### src/rtl/neander_arb_pkg.sv
// Shared types and constants for the NEANDER-X memory arbiter.
// The owner encoding also appears on the owner output port.
package neander_arb_pkg;

  typedef enum logic [1:0] {
    IDLE     = 2'b00,
    CPU_BUSY = 2'b01,
    LDR_BUSY = 2'b10
  } arb_state_t;

  localparam logic [1:0] OWN_IDLE = 2'b00;
  localparam logic [1:0] OWN_CPU  = 2'b01;
  localparam logic [1:0] OWN_LDR  = 2'b10;

  // Read data returned to a requester whose transfer was aborted by the watchdog
  localparam logic [7:0] TIMEOUT_RDATA = 8'hFF;

  // Map an arbiter state onto the externally visible owner code
  function automatic logic [1:0] owner_of(input arb_state_t st);
    logic [1:0] own;
    case (st)
      CPU_BUSY: own = OWN_CPU;
      LDR_BUSY: own = OWN_LDR;
      IDLE:     own = OWN_IDLE;
      default:  own = OWN_IDLE;
    endcase
    return own;
  endfunction

endpackage

### src/rtl/neander_arb_watchdog.sv
// Busy-cycle watchdog for the memory arbiter.
// Counts enabled cycles since the last clear and raises timeout_pulse
// (combinationally) on the cycle whose count equals TIMEOUT_CYCLES-1.
// TIMEOUT_CYCLES = 0 removes the counter and ties the pulse low.
module neander_arb_watchdog #(
  parameter int TIMEOUT_CYCLES = 4096,
  parameter int TO_WIDTH       = 13
) (
  input  logic clk,
  input  logic reset,
  input  logic clear,
  input  logic enable,
  output logic timeout_pulse
);

  generate
    if (TIMEOUT_CYCLES == 0) begin : g_off
      assign timeout_pulse = 1'b0;
    end else begin : g_on
      localparam logic [TO_WIDTH-1:0] LIMIT = TO_WIDTH'(TIMEOUT_CYCLES - 1);
      localparam logic [TO_WIDTH-1:0] ONE   = TO_WIDTH'(1);

      logic [TO_WIDTH-1:0] count_r;

      // Busy-cycle counter: clear wins over increment so a new grant starts at zero
      always_ff @(posedge clk) begin
        if (reset) begin
          count_r <= '0;
        end else if (clear) begin
          count_r <= '0;
        end else if (enable) begin
          count_r <= count_r + ONE;
        end
      end

      assign timeout_pulse = enable && (count_r == LIMIT);
    end
  endgenerate

endmodule

### src/rtl/neander_mem_arbiter.sv
// Two-requester arbiter in front of the SPI memory controller handshake.
// The CPU and the program-loader/debug port share one mem_req/mem_ready
// channel; the winner's command is registered and held for the whole
// transfer, and ready/read data are routed back to the granted requester.
// Optional build macro ARB_ROUND_ROBIN_EN: simultaneous requests go to the
// requester not served last instead of following LDR_PRIORITY.
module neander_mem_arbiter
  import neander_arb_pkg::*;
#(
  parameter int LDR_PRIORITY   = 1,
  parameter int TIMEOUT_CYCLES = 4096,
  parameter int TO_WIDTH       = 13
) (
  input  logic        clk,
  input  logic        reset,
  input  logic [15:0] cpu_addr,
  input  logic [7:0]  cpu_wdata,
  input  logic        cpu_read,
  input  logic        cpu_write,
  input  logic        cpu_req,
  output logic [7:0]  cpu_rdata,
  output logic        cpu_ready,
  input  logic [15:0] ldr_addr,
  input  logic [7:0]  ldr_wdata,
  input  logic        ldr_write,
  input  logic        ldr_req,
  output logic [7:0]  ldr_rdata,
  output logic        ldr_ready,
  output logic [15:0] mem_addr,
  output logic [7:0]  mem_data_out,
  output logic        mem_read,
  output logic        mem_write,
  output logic        mem_req,
  input  logic [7:0]  mem_data_in,
  input  logic        mem_ready,
  output logic [1:0]  owner,
  output logic        err_timeout
);

  arb_state_t  state_r;
  arb_state_t  state_next_s;
  logic        ldr_wins_s;
  logic        grant_cpu_s;
  logic        grant_ldr_s;
  logic        busy_s;
  logic        finish_s;
  logic        wd_pulse_s;
  logic        timeout_s;
  logic        cpu_cmd_read_s;

  logic [15:0] mem_addr_r;
  logic [7:0]  mem_data_out_r;
  logic        mem_read_r;
  logic        mem_write_r;
  logic        mem_req_r;
  logic [1:0]  owner_r;
  logic        err_timeout_r;

`ifdef ARB_ROUND_ROBIN_EN
  // 0 = CPU was served last, 1 = loader was served last
  logic        last_owner_r;
`endif

  assign busy_s    = (state_r == CPU_BUSY) || (state_r == LDR_BUSY);
  // A real completion always beats a coinciding watchdog expiry
  assign timeout_s = wd_pulse_s && !mem_ready;
  assign finish_s  = busy_s && (mem_ready || timeout_s);

  // CPU command normalisation: write dominates, no strobe at all means read
  always_comb begin
    cpu_cmd_read_s = 1'b0;
    if (cpu_write) begin
      cpu_cmd_read_s = 1'b0;
    end else if (cpu_read) begin
      cpu_cmd_read_s = 1'b1;
    end else begin
      cpu_cmd_read_s = 1'b1;
    end
  end

  // Tie-break for simultaneous requests
  always_comb begin
    ldr_wins_s = 1'b0;
`ifdef ARB_ROUND_ROBIN_EN
    if (last_owner_r == 1'b0) begin
      ldr_wins_s = 1'b1;
    end else begin
      ldr_wins_s = 1'b0;
    end
`else
    if (LDR_PRIORITY != 0) begin
      ldr_wins_s = 1'b1;
    end else begin
      ldr_wins_s = 1'b0;
    end
`endif
  end

  // Next-state and grant decode; arbitration happens only in IDLE
  always_comb begin
    state_next_s = state_r;
    grant_cpu_s  = 1'b0;
    grant_ldr_s  = 1'b0;
    case (state_r)
      IDLE: begin
        if (cpu_req && ldr_req) begin
          if (ldr_wins_s) begin
            grant_ldr_s  = 1'b1;
            state_next_s = LDR_BUSY;
          end else begin
            grant_cpu_s  = 1'b1;
            state_next_s = CPU_BUSY;
          end
        end else if (cpu_req) begin
          grant_cpu_s  = 1'b1;
          state_next_s = CPU_BUSY;
        end else if (ldr_req) begin
          grant_ldr_s  = 1'b1;
          state_next_s = LDR_BUSY;
        end else begin
          state_next_s = IDLE;
        end
      end
      CPU_BUSY, LDR_BUSY: begin
        if (finish_s) begin
          state_next_s = IDLE;
        end else begin
          state_next_s = state_r;
        end
      end
      default: begin
        state_next_s = IDLE;
      end
    endcase
  end

  // State, owner and sticky error registers
  always_ff @(posedge clk) begin
    if (reset) begin
      state_r       <= IDLE;
      owner_r       <= OWN_IDLE;
      err_timeout_r <= 1'b0;
    end else begin
      state_r <= state_next_s;
      owner_r <= owner_of(state_next_s);
      if (timeout_s) begin
        err_timeout_r <= 1'b1;
      end
    end
  end

  // Registered command to the SPI controller: loaded on grant, held while busy, cleared on completion
  always_ff @(posedge clk) begin
    if (reset) begin
      mem_addr_r     <= 16'h0000;
      mem_data_out_r <= 8'h00;
      mem_read_r     <= 1'b0;
      mem_write_r    <= 1'b0;
      mem_req_r      <= 1'b0;
    end else if (grant_cpu_s) begin
      mem_addr_r     <= cpu_addr;
      mem_data_out_r <= cpu_wdata;
      mem_read_r     <= cpu_cmd_read_s;
      mem_write_r    <= cpu_write;
      mem_req_r      <= 1'b1;
    end else if (grant_ldr_s) begin
      mem_addr_r     <= ldr_addr;
      mem_data_out_r <= ldr_wdata;
      mem_read_r     <= !ldr_write;
      mem_write_r    <= ldr_write;
      mem_req_r      <= 1'b1;
    end else if (finish_s) begin
      mem_addr_r     <= 16'h0000;
      mem_data_out_r <= 8'h00;
      mem_read_r     <= 1'b0;
      mem_write_r    <= 1'b0;
      mem_req_r      <= 1'b0;
    end
  end

`ifdef ARB_ROUND_ROBIN_EN
  // Remember who was granted last so the other side wins the next tie
  always_ff @(posedge clk) begin
    if (reset) begin
      last_owner_r <= 1'b0;
    end else if (grant_ldr_s) begin
      last_owner_r <= 1'b1;
    end else if (grant_cpu_s) begin
      last_owner_r <= 1'b0;
    end
  end
`endif

  // Completion routing: ready strobes only to the current owner, 0xFF data on watchdog abort
  always_comb begin
    cpu_ready = 1'b0;
    ldr_ready = 1'b0;
    cpu_rdata = mem_data_in;
    ldr_rdata = mem_data_in;
    if (state_r == CPU_BUSY) begin
      cpu_ready = mem_ready || timeout_s;
      if (timeout_s) begin
        cpu_rdata = TIMEOUT_RDATA;
      end else begin
        cpu_rdata = mem_data_in;
      end
    end else if (state_r == LDR_BUSY) begin
      ldr_ready = mem_ready || timeout_s;
      if (timeout_s) begin
        ldr_rdata = TIMEOUT_RDATA;
      end else begin
        ldr_rdata = mem_data_in;
      end
    end else begin
      cpu_ready = 1'b0;
      ldr_ready = 1'b0;
    end
  end

  neander_arb_watchdog #(
    .TIMEOUT_CYCLES(TIMEOUT_CYCLES),
    .TO_WIDTH      (TO_WIDTH)
  ) u_watchdog (
    .clk          (clk),
    .reset        (reset),
    .clear        (grant_cpu_s || grant_ldr_s || finish_s),
    .enable       (busy_s),
    .timeout_pulse(wd_pulse_s)
  );

  assign mem_addr     = mem_addr_r;
  assign mem_data_out = mem_data_out_r;
  assign mem_read     = mem_read_r;
  assign mem_write    = mem_write_r;
  assign mem_req      = mem_req_r;
  assign owner        = owner_r;
  assign err_timeout  = err_timeout_r;

endmodule

### config.mk
export PLATFORM = sky130hd
export DESIGN_NAME = neander_mem_arbiter
export DESIGN_NICKNAME = d
export VERILOG_FILES = /design/src/rtl/neander_arb_pkg.sv /design/src/rtl/neander_arb_watchdog.sv /design/src/rtl/neander_mem_arbiter.sv
export SDC_FILE = /design/constraint.sdc
export NUM_CORES = 1
export LEC_CHECK = 0
export ABC_AREA = 1
export CAP_MARGIN = 40
export CORE_MARGIN = 5
export CORE_UTILIZATION = 25
export DETAILED_ROUTE_END_ITERATION = 8
export GPL_TIMING_DRIVEN = 0
export PLACE_DENSITY = 0.59
export REMOVE_ABC_BUFFERS = 1
export SLEW_MARGIN = 20
export SYNTH_ARGS = -nofsm -noshare
export SYNTH_HDL_FRONTEND = slang
export SYNTH_SLANG_ARGS = --single-unit
### constraint.sdc
create_clock -name clk -period 1.84 [get_ports clk]
set_input_delay 0.368 -clock clk [delete_from_list [all_inputs] [get_ports clk]]
set_output_delay 0.368 -clock clk [all_outputs]
set_load 0.03 [all_outputs]
==> flow_summary.json <==
{
  "status": "finished, violations left",
  "violations": "setup timing",
  "cts-root-buf": "clkbuf_8",
  "n_antenna_cell": 0,
  "ios": 112,
  "max_stage_delay_ns": 0.36,
  "min-delay-start": "mem_req",
  "wl_per_cell_um": 13.9,
  "synth.top_cell.area_share_pct": 33.5,
  "setup_viol": 21,
  "fin_util_pct": 41.2,
  "grt_first_pass_wirelength_um": 13900,
  "synth_top_area_cell": "dfxtp_1",
  "drv_cap": 0,
  "rsz0062_at_grt": "yes",
  "gr-total-overflow": 0,
  "drt-initial-drc-count": 189,
  "pwr-share-comb_pct": 38.4,
  "fmax_mhz": 450,
  "postPlaceCellArea_um2": 3910,
  "ys_ff_latch": 45,
  "grt_pass1_vias": 2814,
  "clk_pin_slew_ns": 0.09,
  "dp_hpwl_um": 5920,
  "synth_top_family_by_area": "simple AND/OR/NAND/NOR gates",
  "ys.flop_type": "dfxtp_1",
  "cts_sinks": 45,
  "cp-startpoint": "state_r[0]",
  "post-route-drc-count": 0,
  "synth_fa_ha_area_share_pct": 2.33,
  "grt_max_degree": 55,
  "ys_async_sr_fraction_pct": 0,
  "r2r-start": "state_r[0]",
  "endpoint_kind": "output pin",
  "min_period_ns": 2.22,
  "synth_top_cells_by_area": "dfxtp_1 (34%), nand2_1 (13%), nand3_1 (12%), nand3_2 (8.2%), inv_1 (6.7%)",
  "cts-htree-levels": 2,
  "clock_skew_ns": 0.00897,
  "io_buffers": 110,
  "hold_viol": 0,
  "fin_ws_ns": -0.382,
  "p_int_w": 0.00189,
  "die_y_um": 114,
  "rr_worst_depth": 10,
  "layout_common_cells": "clkdlybuf4s50_1 (91), nand2_1 (74), nand3_1 (61)",
  "pwr-share-seq_pct": 37.6,
  "antenna_found_initial": 0,
  "synth.distinct_cells": 26,
  "max-vdd-ir-drop_mv": 0.316,
  "start_util_pct": 25.8,
  "path_delay_family": "simple AND/OR/NAND/NOR gates",
  "endpoint": "ldr_rdata[5]",
  "r2r-end": "mem_addr[15]",
  "slew_violations": 0,
  "cts_max_path_buffers": 2,
  "crit_required_ns": 1.47,
  "yosys_warnings": 0,
  "yosysSeqAreaShare_pct": 33.5,
  "switching_power_w": 0.00100,
  "antenna_left": 0,
  "dp_slack_ns": -1.15,
  "min_period_over_period_pct": 121,
  "die_area_um2": 12900,
  "final_common_cell": "clkdlybuf4s50_1",
  "crit_slowest_cell": "dfxtp_2",
  "viasPerCell": 4.51,
  "cellLeakagePower_nw": 1.88,
  "switching_share_pct": 34.6,
  "syn-cell-area_um2": 2690,
  "crit_chain": "inv_2, ha_4, nand3_4, nor2_4, nand2_2, nor2_4, nand3_4, nand2_4, buf_6",
  "synthToLayoutAreaGrowth_pct": 59.7,
  "gp_congestion": 0.782,
  "rows": 37,
  "crit_fanout": 8,
  "drt_pre_antenna_iters": 4,
  "worstSetupPathType": "reg -> out",
  "fill_cells": 1054,
  "fin_area_um2": 4290,
  "clock_latency_ns": 0.30,
  "clkPwrFrac_pct": 24.0,
  "num_vias": 2918,
  "setup-tns-final_ns": -6.62,
  "syn_inst": 401,
  "crit_buf_inv": 2,
  "synth-simple-area-share_pct": 41.5,
  "drive_gt1_share_pct": 20.5,
  "slew_headroom_pct": 57.0,
  "tightest_slew_ns": 0.645,
  "startpoint_type": "flip-flop",
  "worst-path-stages": 9,
  "fp.dieW_um": 114,
  "drt-total-wl_um": 9020,
  "synth_edf_count": 0,
  "cts_tree": "yes",
  "cp.arrival_ns": 1.85,
  "hold_class": "reg -> reg",
  "final_nets": 579,
  "power_density_nw_per_um2": 672,
  "avgSynthCellArea_um2": 6.70,
  "r2r_slack_ns": 0,
  "cts_buffers": 5,
  "grt_usage_pct": 13.0,
  "synth-compound-area-share_pct": 7.17,
  "synthMuxAreaShare_pct": 0,
  "core-area_um2": 10400,
  "synth_xor_area_share_pct": 2.93
}
==> flip-flops by register name (all words and copies together), names as in the netlist <==
| register | flops |
|---|---|
| mem_data_out | 8 |
| u_watchdog.g_on.count_r | 13 |
| mem_write | 1 |
| mem_addr | 16 |
| owner | 2 |
| state_r | 2 |
| mem_read | 1 |
| err_timeout | 1 |
| mem_req | 1 |
==> final cells by class <==
| cell class | count | area [um2] | area share [%] |
|---|---|---|---|
| multi-input cells | 283 | 1640 | 38.1 |
| repair buffers | 125 | 1290 | 30.1 |
| flip-flops and latches | 45 | 905 | 21.1 |
| inverters | 50 | 188 | 4.37 |
| well taps | 136 | 170 | 3.97 |
| clock buffers | 7 | 96.3 | 2.24 |
| clock inverters | 1 | 5.00 | 0.117 |
==> cell usage after synthesis (2+ instances only) <==
master,number
a21oi_1,31
buf_2,8
buf_4,2
buf_6,5
clkbuf_1,10
dfxtp_1,45
ha_1,5
inv_1,48
inv_2,2
nand2_1,91
nand2_2,2
nand2_4,2
nand3_1,62
nand3_2,22
nor2_1,46
o21ai_0,3
xnor2_1,4
xor2_1,5
==> worst min path at each step <==
stage	end	slack, ns	cells past startpoint
floorplan	mem_req	0.44	1
global placement	mem_req	0.45	2
detailed placement	err_timeout	0.46	1
CTS	mem_req	0.48	2
global route	mem_req	0.50	2
finish	mem_req	0.47	2
==> metal layers <==
metal,track usage (%),part of all wire [%],up-vias
li1,-,-,1487
met1,16.4,42,1352
met2,22.8,50,70
met3,2.92,6.4,9
met4,2.72,0.91,0
met5,0,0,-
==> worst reg2reg max path, stage by stage (launching register included) <==
cell	delay, ns
dfxtp_2	0.36
inv_2	0.06
ha_4	0.28
nand3_4	0.08
nor2_4	0.11
nand2_2	0.09
buf_4	0.16
nand2_8	0.10
nand2_4	0.24
a21oi_1	0.23
nor2_1	0.06
==> cell families after synthesis <==
family / after synthesis
compound gates: 37
xor+xnor: 9
fa+ha+maj: 5
buf+inv: 75
flops: 45
simple gates: 230
==> power groups by stage <==
stage                     logic (W)  registers [W]  clock network, W
after CTS                   0.00108        0.00109          0.000735
after detailed placement    0.00104        0.00111                 0
final                       0.00111        0.00109          0.000693
after global routing        0.00120        0.00110          0.000778
after global placement     0.000982        0.00111                 0
after floorplan            0.000427        0.00125                 0
==> through the flow <==
step	hold slack, ns	std cells	power, W
2_1_floorplan	0.437	376	0.00168
3_3_place_gp	0.453	622	0.00209
3_5_place_dp	0.457	626	0.00215
4_1_cts	0.475	642	0.00290
5_1_grt	0.497	647	0.00308
6_report	0.468	647	0.00289
==> repair_timing <==
action / CTS / global route
hold endpoints to repair: 0 / 0
hold buffers: 0 / 0
gates cloned: 0 / 2
buffers inserted: 8 / 3
pin swaps: 12 / 9
setup endpoints to repair: 58 / 58
gates resized for setup: 154 / 14
(Power assumes the default switching activity.)
